--- config.mk ---
export PLATFORM = sky130hd
export DESIGN_NAME = nand2_rr_arbiter
export DESIGN_NICKNAME = d
export VERILOG_FILES = /design/src/rtl/nand2_rr_arbiter.sv
export SDC_FILE = /design/constraint.sdc
export NUM_CORES = 1
export LEC_CHECK = 0
export ABC_AREA = 1
export CORE_MARGIN = 2
export CORE_UTILIZATION = 53
export DETAILED_ROUTE_END_ITERATION = 16
export PLACE_DENSITY = 0.93
export RECOVER_POWER = 50
export SYNTH_ARGS = -nofsm -noshare
export SYNTH_HDL_FRONTEND = slang
export SYNTH_SLANG_ARGS = --single-unit
--- constraint.sdc ---
create_clock -name clk -period 4.2 [get_ports clk]
set_input_delay 0.84 -clock clk [delete_from_list [all_inputs] [get_ports clk]]
set_output_delay 0.84 -clock clk [all_outputs]
set_load 0.02 [all_outputs]
--- src/rtl/nand2_rr_arbiter.sv ---
// Round-robin arbiter that time-shares one registered W-bit NAND unit among N_REQ requesters.
// The registered grant doubles as the mask, so a requester is never granted on back-to-back edges.
module nand2_rr_arbiter #(
  parameter int N_REQ = 4,
  parameter int W     = 1,
  localparam int ID_W = (N_REQ > 1) ? $clog2(N_REQ) : 1
) (
  input  logic                 clk,
  input  logic                 rst_n,
  input  logic [N_REQ-1:0]     req,
  input  logic [N_REQ*W-1:0]   a_bus,
  input  logic [N_REQ*W-1:0]   b_bus,
  output logic [N_REQ-1:0]     gnt,
  output logic [W-1:0]         y,
  output logic                 y_valid,
  output logic [ID_W-1:0]      y_id
);

  logic [ID_W-1:0]  ptr_reg;
  logic [ID_W-1:0]  ptr_next;
  logic [N_REQ-1:0] eligible;
  logic             found;
  logic [ID_W-1:0]  win_idx;
  logic [W-1:0]     op_a;
  logic [W-1:0]     op_b;

  assign eligible = req & ~gnt;

  // Search eligible starting at ptr_reg, wrapping; the first hit wins.
  // Only the winning lane is extracted, so other lanes never reach y.
  always_comb begin
    int idx;
    found   = 1'b0;
    win_idx = '0;
    op_a    = '0;
    op_b    = '0;
    idx     = 0;
    for (int i = 0; i < N_REQ; i++) begin
      idx = int'(ptr_reg) + i;
      if (idx >= N_REQ) idx = idx - N_REQ;
      if (!found && (|((eligible >> idx) & N_REQ'(1)))) begin
        found   = 1'b1;
        win_idx = ID_W'(idx);
        op_a    = W'(a_bus >> (idx * W));
        op_b    = W'(b_bus >> (idx * W));
      end
    end
  end

  assign ptr_next = (win_idx == ID_W'(N_REQ - 1)) ? '0 : win_idx + 1'b1;

  always_ff @(posedge clk) begin
    if (!rst_n) begin
      gnt     <= '0;
      y       <= '0;
      y_valid <= 1'b0;
      y_id    <= '0;
      ptr_reg <= '0;
    end else if (found) begin
      gnt     <= N_REQ'(1) << win_idx;
      y       <= ~(op_a & op_b);
      y_valid <= 1'b1;
      y_id    <= win_idx;
      ptr_reg <= ptr_next;
    end else begin
      gnt     <= '0;
      y_valid <= 1'b0;
    end
  end

endmodule

==> Flow_metrics.wiki <==
{| class="wikitable"
! Metric !! Value
|-
| Result of the run || complete, no violations
|-
| Number of antenna violations at the first check in global routing || 0
|-
| Iteration-0 DRC Markers || 26
|-
| Worst vdd ir || 0.0005678 V
|-
| Clock tree from TritonCTS || done
|-
| Residual antenna-violating net count after detailed routing || 0
|-
| Top achievable clock speed || 365.6 MHz
|-
| Sequence of cells on the critical path || inv_1 -> ha_1 -> inv_2 -> nand3_2 -> nand3_4 -> nand2_1 -> nor2_2 -> nand2_2 -> nand2_1 -> nand2_1 -> nand2_2 -> nand2_1 -> nand2_1 -> inv_1
|-
| Ratio of total power to cell area || 815.5 mW/mm2
|-
| Buffer levels on the longest clock path || 2
|-
| Die Footprint || 0.002159 mm2
|-
| Post-synthesis cell type count || 22
|-
| Number of cell instances on the worst register-to-register path || 14
|-
| Hold-critical path endpoint || y_id[1]
|-
| Cell at the root of the clock tree || clkbuf_4
|-
| Worst Setup Start Kind || flop
|-
| Cell area after synthesis || 955.9 um2
|-
| Slowest CP cell || dfxtp_1
|-
| Final min period || 2.735 ns
|-
| Routed via count divided by cell count || 5.125
|-
| Crit path buffers/inverters || 3
|-
| GRT Resource Usage Total || 0.2362
|-
| Number of setup buffers added after CTS || 0
|-
| Worst Path Arrival || 2.90 ns
|-
| Global-route wire length before repair || 3663 um
|-
| Die width || 46.47 um
|-
| Hold violation total from the final report || 0
|-
| Hold-fix buffer count after cts || 0
|-
| Total Neg Setup Slack || 0 ns
|-
| Critical Path Fanout Max || 18
|-
| Critical Setup Path Class || flop to flop
|-
| Clk_lat worst skew || 0.27 ns
|-
| Max Cap Viol || 0
|-
| CORE AREA || 0.001708 mm2
|-
| Inserted Clock Buffers || 3
|-
| Unrepaired setup endpoints after global routing || false
|-
| Worst min-delay path class || flop to flop
|-
| Placed wire-length estimate after detailed placement || 1873 um
|-
| Origin of the critical flop-to-flop path || ptr_reg[0]
|-
| Number of flip-flops under the largest register name || 4
|-
| Count of buffers from port buffering || 21
|-
| Register bit count reported by yosys || 10
|-
| Total global routing overflow || 0
|-
| Initial core utilization || 0.5597
|-
| Row cnt || 15
|-
| Synthesized net count || 164
|-
| Pin slew with the least headroom to its limit || 0.5836 ns
|-
| R2r setup slk || 1.47 ns
|-
| Fin. max-slew vios || 0
|-
| DP Worst Slack || 1.675 ns
|-
| Min-delay src || y_id[1]
|-
| Crit path capture type || flop
|-
| Clock transition time at the flip-flop clock pins of the worst setup and hold paths || 0.06 ns
|-
| Part of the Yosys area used for sequential elements || 0.2094
|-
| Max stage delay on crit path || 0.69 ns
|-
| Number of iterations in the first detailed-routing pass || 4
|-
| Number of instances in the synthesized netlist || 145
|-
| Synthesized area per cell || 6.593 um2
|-
| Total Routed Length || 2230 um
|-
| Leak || 0.6366 nW
|-
| Clock H-tree levels || 1
|-
| Largest net degree at the start of global routing || 19
|-
| Max-slew headroom || 0.6104
|-
| Via count of the first global-routing pass || 877
|-
| Count of antenna diodes in the layout || 0
|-
| TritonCTS sink count || 10
|-
| Required time worst endpoint || 4.37 ns
|-
| R2R Path End || y_id[0]
|-
| Setup WS post-layout || 1.465 ns
|-
| Resized Gates After CTS || 0
|-
| Post-layout power || 988.7 uW
|-
| Signed area change from the synthesized netlist to the final layout || 26.83%
|-
| Fin crit share || 0.6512
|-
| Final setup violating endpoints || 0
|-
| Share of post-route cells with drive strength above 1 || 0.2096
|-
| Filler cells || 140
|-
| Via count || 984
|-
| Fin Clk Skew || 0.004304 ns
|-
| Weighted congestion at the end of routability-driven global placement || 0.8349
|-
| Post-layout net count || 187
|-
| Detailed-route wire length per cell || 11.61 um
|-
| Die extent in y || 46.47 um
|-
| Cell family with the largest share of critical-path delay || simple AND/OR/NAND/NOR gates
|-
| Residual DRC || 0
|-
| Number of warnings reported in the yosys synthesis log || 0
|-
| Number of top-level design ports || 22
|-
| Cell mode on critical path || nand2_1
|-
| Hold-critical path depth || 2
|}
-- cell type report --
type | instances | area (um2) | area share
Sequential cell | 10 | 200.2 | 0.1651
Clock buffer | 4 | 36.28 | 0.02993
Multi-Input combinational cell | 111 | 655.6 | 0.5408
Timing Repair Buffer | 21 | 210.2 | 0.1734
Tap cell | 25 | 31.28 | 0.02580
Inverter | 21 | 78.83 | 0.06502
-- cells in the final DEF, fill, tap and decap left out, types with 5 or more instances in the layout --
cell / instances
nand2_1: 49
inv_1: 17
clkdlybuf4s50_1: 13
nand3_1: 12
nand3_2: 10
dfxtp_1: 10
dlygate4sd3_1: 8
nor2_1: 6
nand2_2: 6
ha_1: 5
-- worst max-delay path by stage --
stage                     startpoint         end  slack, ns  cells after the start
after floorplan           ptr_reg[0]     y_id[0]       2.14                     15
after global placement        req[3]  ptr_reg[1]       1.73                     12
after detailed placement  ptr_reg[0]     y_id[0]       1.67                     14
after CTS                 ptr_reg[0]     y_id[0]       1.65                     14
after global routing      ptr_reg[0]  ptr_reg[1]       1.18                     13
final                     ptr_reg[0]     y_id[0]       1.47                     14
-- logic make-up (layout without fill, tap and decap cells) --
group	Yosys count	after routing	share of synthesized area
buf+inv	24	46	0.1047
compound gates	12	12	0.08115
flops	10	10	0.2094
fa+ha+maj	5	5	0.06545
simple gates	94	94	0.5393
-- layer usage --
| layer | share of wire | vias up | GRT usage |
|---|---|---|---|
| met2 | 0.51 | 34 | 0.4083 |
| met1 | 0.41 | 434 | 0.2830 |
| met4 | 0.026 | 0 | 0.09714 |
| li1 | - | 505 | - |
| met3 | 0.054 | 11 | 0.04314 |
| met5 | 0 | - | 0 |
-- metrics by stage --
stage                       util  std cells  instance area [um2]  hold slack (ns)
after floorplan                -        145                955.9           0.5264
after global placement    0.6886        188                 1176           0.4441
after detailed placement  0.6886        188                 1176           0.4477
after CTS                 0.7099        192                 1212           0.4596
after global routing      0.7099        192                 1212           0.4708
final                     0.7099        192                 1212           0.4507
-- synthesized netlist by cell type (all sizes together) --
library cell | n | area share
o31ai | 1 | 0.0079
ha | 5 | 0.065
o21ai | 5 | 0.026
dfxtp | 10 | 0.21
nand4 | 1 | 0.0065
nor2 | 12 | 0.073
o211ai | 1 | 0.013
inv | 21 | 0.082
a22o | 2 | 0.018
nand2 | 57 | 0.26
a21oi | 3 | 0.016
buf | 3 | 0.022
nand3 | 24 | 0.20
-- tightest hold or removal path, delay by kind of cell (launching register included) --
| kind | cells | cell delay [ns] |
|---|---|---|
| flops | 1 | 0.31 |
| simple gates | 2 | 0.10 |
-- power breakdown --
| group | total, mW | internal [mW] | switching [mW] |
|---|---|---|---|
| sequential | 0.177 | 0.135 | 0.0420 |
| clock | 0.0853 | 0.0526 | 0.0326 |
| combinational | 0.727 | 0.256 | 0.471 |
| total | 0.989 | 0.443 | 0.545 |
No activity file was read; power rests on OpenSTA's default activity.
